===== src/rtl/alu_issue_pkg.sv =====
// Shared constants, state encoding and decode helpers for the ALU issue front end.
package alu_issue_pkg;

  // ALU op-codes carried in instruction bits [2:0]
  localparam logic [2:0] OP_ADD    = 3'b000;
  localparam logic [2:0] OP_SUB    = 3'b001;
  localparam logic [2:0] OP_RSVD   = 3'b010;
  localparam logic [2:0] OP_MUL    = 3'b011;
  localparam logic [2:0] OP_CMP_0  = 3'b100;
  localparam logic [2:0] OP_CMP_1  = 3'b101;
  localparam logic [2:0] OP_CMP_2  = 3'b110;
  localparam logic [2:0] OP_DIV    = 3'b111;

  // Instruction bit positions and the stored instruction width
  localparam int INSTR_FLOAT_BIT  = 3;
  localparam int INSTR_SIGNED_BIT = 4;
  localparam int INSTR_W          = 5;

  typedef enum logic [1:0] {
    ST_IDLE   = 2'd0,
    ST_SETTLE = 2'd1,
    ST_RESP   = 2'd2
  } state_e;

  // Float ops and the reserved op-code never reach the ALU
  function automatic logic isLegalInstr(input logic [INSTR_W-1:0] instr);
    logic legal;
    legal = (instr[INSTR_FLOAT_BIT] == 1'b0) && (instr[2:0] != OP_RSVD);
    return legal;
  endfunction

  // Only divides may report a zero-divide condition
  function automatic logic isDivInstr(input logic [INSTR_W-1:0] instr);
    logic div;
    div = (instr[2:0] == OP_DIV);
    return div;
  endfunction

endpackage


===== src/rtl/alu_issue_fifo.sv =====
// Two-entry register FIFO with occupancy output; push when full and pop when
// empty are ignored so the occupancy can never wrap.
module alu_issue_fifo #(
  parameter int W = 8
) (
  input  logic         clk,
  input  logic         rst_n,
  input  logic         push,
  input  logic         pop,
  input  logic [W-1:0] wrData,
  output logic [W-1:0] rdData,
  output logic [1:0]   count
);

  logic [W-1:0] mem_r [2];
  logic         wrPtr_r;
  logic         rdPtr_r;
  logic [1:0]   count_r;
  logic         pushOk_s;
  logic         popOk_s;

  assign pushOk_s = push && (count_r != 2'd2);
  assign popOk_s  = pop && (count_r != 2'd0);
  assign rdData   = mem_r[rdPtr_r];
  assign count    = count_r;

  // Entry storage: written at the write pointer on an accepted push.
  always_ff @(posedge clk or negedge rst_n) begin
    if (!rst_n) begin
      mem_r[0] <= {W{1'b0}};
      mem_r[1] <= {W{1'b0}};
    end else if (pushOk_s) begin
      mem_r[wrPtr_r] <= wrData;
    end
  end

  // Pointers and occupancy; simultaneous push and pop leaves the count unchanged.
  always_ff @(posedge clk or negedge rst_n) begin
    if (!rst_n) begin
      wrPtr_r <= 1'b0;
      rdPtr_r <= 1'b0;
      count_r <= 2'd0;
    end else begin
      if (pushOk_s) begin
        wrPtr_r <= ~wrPtr_r;
      end
      if (popOk_s) begin
        rdPtr_r <= ~rdPtr_r;
      end
      case ({pushOk_s, popOk_s})
        2'b10:   count_r <= count_r + 2'd1;
        2'b01:   count_r <= count_r - 2'd1;
        default: count_r <= count_r;
      endcase
    end
  end

endmodule


===== src/rtl/alu_issue.sv =====
// Request/response front end for the combinational integer ALU: queues requests,
// drives registered ALU operands for a settle window, and returns the captured
// result with its tag over a backpressured response channel.
module alu_issue
  import alu_issue_pkg::*;
#(
  parameter int TAG_W  = 4,
  parameter int SETTLE = 2
) (
  input  logic             clk,
  input  logic             rst_n,
  input  logic             req_valid,
  output logic             req_ready,
  input  logic [31:0]      req_a,
  input  logic [31:0]      req_b,
  input  logic [31:0]      req_instr,
  input  logic [TAG_W-1:0] req_tag,
  output logic             rsp_valid,
  input  logic             rsp_ready,
  output logic [31:0]      rsp_result,
  output logic             rsp_ze,
  output logic             rsp_err,
  output logic [TAG_W-1:0] rsp_tag,
  output logic [31:0]      alu_a,
  output logic [31:0]      alu_b,
  output logic [31:0]      alu_instr,
  input  logic [31:0]      alu_s,
  input  logic             alu_ze,
  output logic             busy
);

  localparam int         ENTRY_W  = 32 + 32 + INSTR_W + TAG_W;
  localparam logic [3:0] CNT_LOAD = 4'(SETTLE - 1);

  logic [ENTRY_W-1:0] pushData_s;
  logic [ENTRY_W-1:0] headData_s;
  logic [1:0]         fifoCount_s;
  logic               push_s;
  logic               pop_s;
  logic [31:0]        headA_s;
  logic [31:0]        headB_s;
  logic [INSTR_W-1:0] headInstr_s;
  logic [TAG_W-1:0]   headTag_s;
  logic               unusedInstrHi_s;

  state_e             state_r;
  state_e             stateNext_s;
  logic [3:0]         cnt_r;
  logic               loadAlu_s;
  logic               loadErr_s;
  logic               capture_s;
  logic               decCnt_s;

  logic [31:0]        aluA_r;
  logic [31:0]        aluB_r;
  logic [INSTR_W-1:0] aluInstr_r;

  logic               rspValid_r;
  logic [31:0]        rspResult_r;
  logic               rspZe_r;
  logic               rspErr_r;
  logic [TAG_W-1:0]   rspTag_r;

  // Only the low instruction bits carry meaning; the rest are dropped here.
  assign unusedInstrHi_s = ^req_instr[31:INSTR_W];

  // Ready depends on occupancy alone, with no look-ahead on a same-cycle pop.
  assign req_ready  = (fifoCount_s < 2'd2);
  assign push_s     = req_valid && req_ready;
  assign pushData_s = {req_a, req_b, req_instr[INSTR_W-1:0], req_tag};
  assign {headA_s, headB_s, headInstr_s, headTag_s} = headData_s;

  alu_issue_fifo #(
    .W(ENTRY_W)
  ) uFifo (
    .clk    (clk),
    .rst_n  (rst_n),
    .push   (push_s),
    .pop    (pop_s),
    .wrData (pushData_s),
    .rdData (headData_s),
    .count  (fifoCount_s)
  );

  // Next-state and datapath control for the IDLE -> SETTLE -> RESP sequence.
  always_comb begin
    stateNext_s = state_r;
    pop_s       = 1'b0;
    loadAlu_s   = 1'b0;
    loadErr_s   = 1'b0;
    capture_s   = 1'b0;
    decCnt_s    = 1'b0;
    case (state_r)
      ST_IDLE: begin
        if (fifoCount_s != 2'd0) begin
          pop_s = 1'b1;
          if (isLegalInstr(headInstr_s)) begin
            loadAlu_s   = 1'b1;
            stateNext_s = ST_SETTLE;
          end else begin
            loadErr_s   = 1'b1;
            stateNext_s = ST_RESP;
          end
        end else begin
          stateNext_s = ST_IDLE;
        end
      end
      ST_SETTLE: begin
        if (cnt_r != 4'd0) begin
          decCnt_s    = 1'b1;
          stateNext_s = ST_SETTLE;
        end else begin
          capture_s   = 1'b1;
          stateNext_s = ST_RESP;
        end
      end
      ST_RESP: begin
        if (rsp_ready) begin
          stateNext_s = ST_IDLE;
        end else begin
          stateNext_s = ST_RESP;
        end
      end
      default: begin
        stateNext_s = ST_IDLE;
      end
    endcase
  end

  // FSM state and settle countdown.
  always_ff @(posedge clk or negedge rst_n) begin
    if (!rst_n) begin
      state_r <= ST_IDLE;
      cnt_r   <= 4'd0;
    end else begin
      state_r <= stateNext_s;
      if (loadAlu_s) begin
        cnt_r <= CNT_LOAD;
      end else if (decCnt_s) begin
        cnt_r <= cnt_r - 4'd1;
      end
    end
  end

  // ALU operand/instruction registers: loaded only when a legal request is popped.
  always_ff @(posedge clk or negedge rst_n) begin
    if (!rst_n) begin
      aluA_r     <= 32'd0;
      aluB_r     <= 32'd0;
      aluInstr_r <= {INSTR_W{1'b0}};
    end else if (loadAlu_s) begin
      aluA_r     <= headA_s;
      aluB_r     <= headB_s;
      aluInstr_r <= headInstr_s;
    end
  end

  // Response registers: error on an illegal pop, ALU result at the end of settle.
  always_ff @(posedge clk or negedge rst_n) begin
    if (!rst_n) begin
      rspValid_r  <= 1'b0;
      rspResult_r <= 32'd0;
      rspZe_r     <= 1'b0;
      rspErr_r    <= 1'b0;
      rspTag_r    <= {TAG_W{1'b0}};
    end else begin
      rspValid_r <= (stateNext_s == ST_RESP);
      if (loadErr_s) begin
        rspResult_r <= 32'd0;
        rspZe_r     <= 1'b0;
        rspErr_r    <= 1'b1;
        rspTag_r    <= headTag_s;
      end else if (loadAlu_s) begin
        rspTag_r <= headTag_s;
      end else if (capture_s) begin
        rspResult_r <= alu_s;
        rspZe_r     <= alu_ze && isDivInstr(aluInstr_r);
        rspErr_r    <= 1'b0;
      end
    end
  end

  assign alu_a      = aluA_r;
  assign alu_b      = aluB_r;
  assign alu_instr  = {{(32 - INSTR_W){1'b0}}, aluInstr_r};
  assign rsp_valid  = rspValid_r;
  assign rsp_result = rspResult_r;
  assign rsp_ze     = rspZe_r;
  assign rsp_err    = rspErr_r;
  assign rsp_tag    = rspTag_r;
  assign busy       = (fifoCount_s != 2'd0) || (state_r != ST_IDLE);

endmodule


===== config.mk =====
export PLATFORM = sky130hd
export DESIGN_NAME = alu_issue
export DESIGN_NICKNAME = d
export VERILOG_FILES = /design/src/rtl/alu_issue_pkg.sv /design/src/rtl/alu_issue_fifo.sv /design/src/rtl/alu_issue.sv
export SDC_FILE = /design/constraint.sdc
export NUM_CORES = 1
export LEC_CHECK = 0
export CORE_ASPECT_RATIO = 0.8
export CORE_MARGIN = 3
export CORE_UTILIZATION = 46
export DETAILED_ROUTE_END_ITERATION = 8
export GPL_ROUTABILITY_DRIVEN = 0
export PLACE_DENSITY = 0.75
export SLEW_MARGIN = 20
export SYNTH_ARGS = -nofsm -noshare
export SYNTH_HDL_FRONTEND = slang
export SYNTH_SLANG_ARGS = --single-unit

===== constraint.sdc =====
create_clock -name clk -period 3.35 [get_ports clk]
set_clock_uncertainty 0.15 [all_clocks]
set_input_delay 0.67 -clock clk [delete_from_list [all_inputs] [get_ports clk]]
set_output_delay 0.67 -clock clk [all_outputs]
set_load 0.005 [all_outputs]

After elaboration in Yosys (flattened, before gate mapping)
Cells that the tools add are included.
W data, S select, Z words.

storage, ports and cells
  logic and storage cells = 89
  input port bits = 137
  output and inout bits = 137
  register bits after elaboration = 264

operators by class
  magnitude comparators = 4
  reduce and logical (&&, ||, !) cells = 16
  $add $sub $neg = 3
  multiplexer cells = 37
  bitwise operators = 5
  eq/ne operators = 9

operator list
  cell                   count
  $mux W73               4
  $bwmux W146            1
  $mux W32               3
  $demux W73 S1          1
  $mux W1                18
  $mux W4                4
  $reduce_bool A2 Y1     6
  $mux W2                4
  $eq A2 B2 Y1 const B   3
  $logic_and A1 B1 Y1    6
  $pmux W2 S3            1
  $eq A2 B1 Y1 const B   2
  $ge A2 B2 Y1 const B   2
  $not A1 Y2             2
  $pmux W2 S2            1
  $reduce_bool A4 Y1     1
  $sub A4 B1 Y4 const B  1
  $eq A3 B3 Y1 const B   1
  $ne A3 B2 Y1 const B   1
  $not A1 Y1             3
  $add A2 B1 Y2 const B  1
  $logic_not A2 Y1       1
  $lt A2 B1 Y1 const B   1
  $lt A2 B2 Y1 const B   1
  other kinds (5)        5

Logic depth before layout (Yosys ltp)
  depth in word-level cells = 11
  mapped depth = 8
  depth with buffers taken out = 7

By module
A second synthesis with hierarchy kept.

unflattened totals
  cell total of the unflattened synthesis = 787
  area, all modules = 11995.3 um^2

by module, submodules not included
  module          cells an instance  times used  area an instance (um^2)  sequential area each (um^2)
  alu_issue_fifo  405                1           7213.2                   3753.6
  alu_issue       382                1           4782.1                   2852.7

Least setup slack after synthesis
OpenSTA, ideal clock, no wires.

  path kind = input -> register
  start point = input port req_valid
  end point = register uFifo.mem_r[100] in the netlist's numbering
  setup slack = 1492 ps
  stages on the path = 4
  library setup time = 128 ps
  arrival = 1581 ps
  path buffers = 1
  data required time = 3072 ps
  path through = nand2_1 -> nor2_2 -> buf_4 -> mux2_1

on the way
  longest elaborated chain between the ends = 2

RTL lines
  element                        line                  text
  start, declared                alu_issue.sv:12       input logic req_valid,
  $logic_and A1 B1 Y1            alu_issue.sv:69       assign push_s = req_valid && req_ready;
  $logic_and A1 B1 Y1            alu_issue_fifo.sv:22  assign pushOk_s = push && (count_r != 2'd2);
  end signal, assigned by index  alu_issue_fifo.sv:33  mem_r[wrPtr_r] <= wrData;
  end, declared                  alu_issue_fifo.sv:15  logic [W-1:0] mem_r [2];

No other way between the ends.
A chain may end at the register's enable or synchronous reset.

Worst setup path in the final report
  start point = register state_r[0]
  end point = output port busy

on the way
  longest elaborated chain between the ends = 2

RTL lines
  element                 line              text
  start, declared         alu_issue.sv:46   state_e state_r;
  start signal, assigned  alu_issue.sv:136  state_r <= stateNext_s;
  $reduce_bool A2 Y1      alu_issue.sv:191  assign busy = (fifoCount_s != 2'd0) || (state_r != ST_IDLE);
  $logic_or A1 B1 Y1      alu_issue.sv:191
  end, declared           alu_issue.sv:29   output logic busy

No other way between the ends.

==> flow_summary.json <==
{
  "path_delay_family": "buffers and inverters",
  "register_area_mm2": 0.00661,
  "cp.depth": 3,
  "synth_async_sr_flop_share_pct": 100,
  "critPathRequiredTime_ns": 2.53,
  "numPortBuffers": 219,
  "pre_cts_ws_ns": 0.749,
  "fin_ws_ns": 0.870,
  "diodes": 0,
  "pwr-share-comb_pct": 38.8,
  "cellLeakagePower_uw": 0.00617,
  "grt_use_total_pct": 20.0,
  "yosysWarnings": 0,
  "synthTopCellsByCount": "dfrtp_1 (264), mux2_1 (144), a21oi_1 (143), nand2_1 (74), mux2i_1 (73)",
  "io_pins": 274,
  "grt_remaining_overflow": 0,
  "wl_per_cell_um": 18.4,
  "hp-start": "uFifo.mem_r[110]$_DFFE_PN0P_",
  "synth_area_mm2": 0.0110,
  "maxCapViolCount": 0,
  "arrival_ns": 1.66,
  "grt_pass1_wl_mm": 41.2,
  "layout-area-overhead-vs-synth_pct": 30.4,
  "cellInternalPower_uw": 9250,
  "synth_compound_area_share_pct": 8.43,
  "drt_iter0_markers": 299,
  "wl_mm": 25.7,
  "cpPeakStageDelay_ns": 0.47,
  "die_y_um": 144,
  "clkTransAtPathRegs_ns": 0.06,
  "crit_buf_inv": 1,
  "hold_ws_ns": 0.332,
  "ys_ff_latch": 264,
  "tns_ns": 0,
  "htreeDepth": 1,
  "yosysTopAreaCellShare_pct": 60.2,
  "seqPwrFrac_pct": 39.4,
  "path_class": "reg -> out",
  "first_global_vias": 7669,
  "hold_viol_final": 0,
  "end_kind": "primary output",
  "outcome": "finished, final reports clean",
  "synth_seq_area_share_pct": 60.2,
  "slowest_stage": "clkdlybuf4s50_1",
  "ant_nets": 0,
  "drv_slew": 0,
  "swShare_pct": 34.0,
  "worstMarginPinSlew_ns": 0.736,
  "synthCells": 861,
  "initial_core_util_pct": 47.8,
  "path_max_fanout": 4,
  "cp-start-kind": "register",
  "drive_above_1_share_pct": 7.23,
  "fin_nets": 1212,
  "clkPwrFrac_pct": 21.7,
  "first_pass_iters": 4,
  "synth-edff-count": 0,
  "cp-startpoint": "state_r[0]$_DFF_PN0_",
  "antenna_found_initial": 3,
  "rr_startpoint": "uFifo.rdPtr_r$_DFFE_PN0P_",
  "max_freq_mhz": 403,
  "rsz0062_at_grt": "false",
  "die_x_um": 179,
  "post_cts_resized": 0,
  "via_per_inst": 5.21,
  "synthAdderAreaFrac_pct": 0.342,
  "cts_buffers": 27,
  "vdd_drop_max_uv": 665,
  "synthTopCellsByArea": "dfrtp_1 (60%), mux2_1 (15%), mux2i_1 (6.7%), a21oi_1 (6.5%), buf_4 (3.0%)",
  "dr_total_vias": 7281,
  "synth_cell_types": 33,
  "p_per_area_mw_per_mm2": 980,
  "yosysMostFrequentCell": "dfrtp_1",
  "setup_violations": 0,
  "grt_max_degree": 69,
  "period_share_pct": 74.0,
  "yosys.area.top_type": "dfrtp_1",
  "synth_xor_area_share_pct": 0.479,
  "dieArea_mm2": 0.0257,
  "min_path_type": "reg -> reg",
  "cts_tree": "yes",
  "multiInputGateArea_mm2": 0.00398,
  "worst_hold_path.num_cells": 1,
  "ys.flop_type": "dfrtp_1",
  "syn_avg_cell_area_um2": 12.7,
  "place_hpwl_mm": 16.7,
  "min_period_ns": 2.48,
  "num_rows": 49,
  "clockBufferDepth": 3,
  "synthSimpleGateAreaFrac_pct": 4.17,
  "synth_top_family_by_area": "multiplexers",
  "core_mm2": 0.0229,
  "insertion_delay_ns": 0.53,
  "clock-sinks": 264,
  "relSlewSlack_pct": 50.9,
  "cts-root-buf": "clkbuf_16",
  "switchingPower_uw": 4760,
  "r2r_cells": 4,
  "drc_errors": 0,
  "fillers": 1791,
  "muxShareOfSynthArea_pct": 21.6,
  "path_cells": "nor2_1, nand2_1, clkdlybuf4s50_1"
}
-- sequential cells by signal, indices dropped and copies added (netlist names), 2 cells and up --
name	cells
aluInstr_r	5
alu_a	32
alu_b	32
cnt_r	4
rsp_result	32
rsp_tag	4
state_r	2
uFifo.count	2
uFifo.mem_r	146
-- power by group through the flow --
stage | Sequential [uW] | Combinational, uW | Clock, uW
floorplan | 5410 | 3350 | 0
global placement | 5500 | 5360 | 0
detailed placement | 5580 | 5500 | 0
CTS | 5540 | 5520 | 3130
global route | 5720 | 6040 | 3260
finish | 5530 | 5440 | 3040
-- what timing repair did --
action                     in CTS  in global routing
hold endpoints to repair       64                  0
hold buffers                    1                  0
setup buffers                   0                  0
setup endpoints to repair       0                  0
-- final cells by class --
| cell class | instances | area share (%) |
|---|---|---|
| flip-flops and latches | 264 | 46.2 |
| multi-input cells | 537 | 27.8 |
| repair buffers | 238 | 16.8 |
| clock buffers | 41 | 5.72 |
| well taps | 306 | 2.68 |
| clock inverters | 8 | 0.674 |
| inverters | 4 | 0.105 |
-- final timing paths --
kind	to	slack, ns
setup / recovery	busy	0.87
hold / removal	uFifo.mem_r[110]$_DFFE_PN0P_	0.33
setup reg to reg	aluInstr_r[3]$_DFFE_PN0N_	1.22
hold reg to reg	uFifo.mem_r[110]$_DFFE_PN0P_	0.33
max in group asynchronous	alu_b[16]$_DFFE_PN0N_	1.63
min in group asynchronous	alu_a[29]$_DFFE_PN0N_	0.52
-- per-stage QoR --
step,cell area (um2),total power (uW),std cells,util [%]
after floorplan,11100,8760,887,-
after global placement,13400,10900,1348,58.3
after detailed placement,13400,11100,1348,58.3
after CTS,14300,14200,1398,62.4
after global routing,14300,15000,1398,62.4
final,14300,14000,1398,62.4
-- layer usage --
layer | up-vias | GRT usage (%) | wire [um]
li1 | 3374 | - | -
met1 | 3643 | 26.0 | 11100
met2 | 218 | 32.7 | 11700
met3 | 40 | 7.24 | 2500
met4 | 6 | 3.65 | 416
met5 | - | 0 | 47
-- cells by family (layout without fill, tap and decap cells) --
family,after synthesis,after routing
AO/OA/AOI/OAI,179,179
XOR/XNOR,6,6
adder cells (fa/ha/maj),3,3
buffers and inverters,86,291
flip-flops,264,264
multiplexers,219,219
other,1,27
AND/OR/NAND/NOR,103,103
-- placed cells by master, fill, tap and decap left out, types with 2 or more instances in the layout --
| master | n |
|---|---|
| conb_1 | 27 |
| mux2_2 | 2 |
| o21ai_1 | 32 |
| nand2b_1 | 3 |
| clkbuf_16 | 27 |
| buf_12 | 5 |
| clkdlybuf4s50_1 | 218 |
| nand2_1 | 74 |
| inv_1 | 2 |
| nor3b_2 | 2 |
| xnor2_1 | 6 |
| or3_1 | 2 |
| ha_1 | 3 |
| clkbuf_1 | 5 |
| inv_2 | 2 |
| nor2_1 | 9 |
| dfrtp_1 | 263 |
| a21oi_1 | 143 |
| mux2i_1 | 73 |
| mux2_1 | 144 |
| clkbuf_8 | 9 |
| buf_4 | 13 |
| bufinv_16 | 2 |
| clkinv_2 | 4 |
Power figures use the tool's default switching activity.
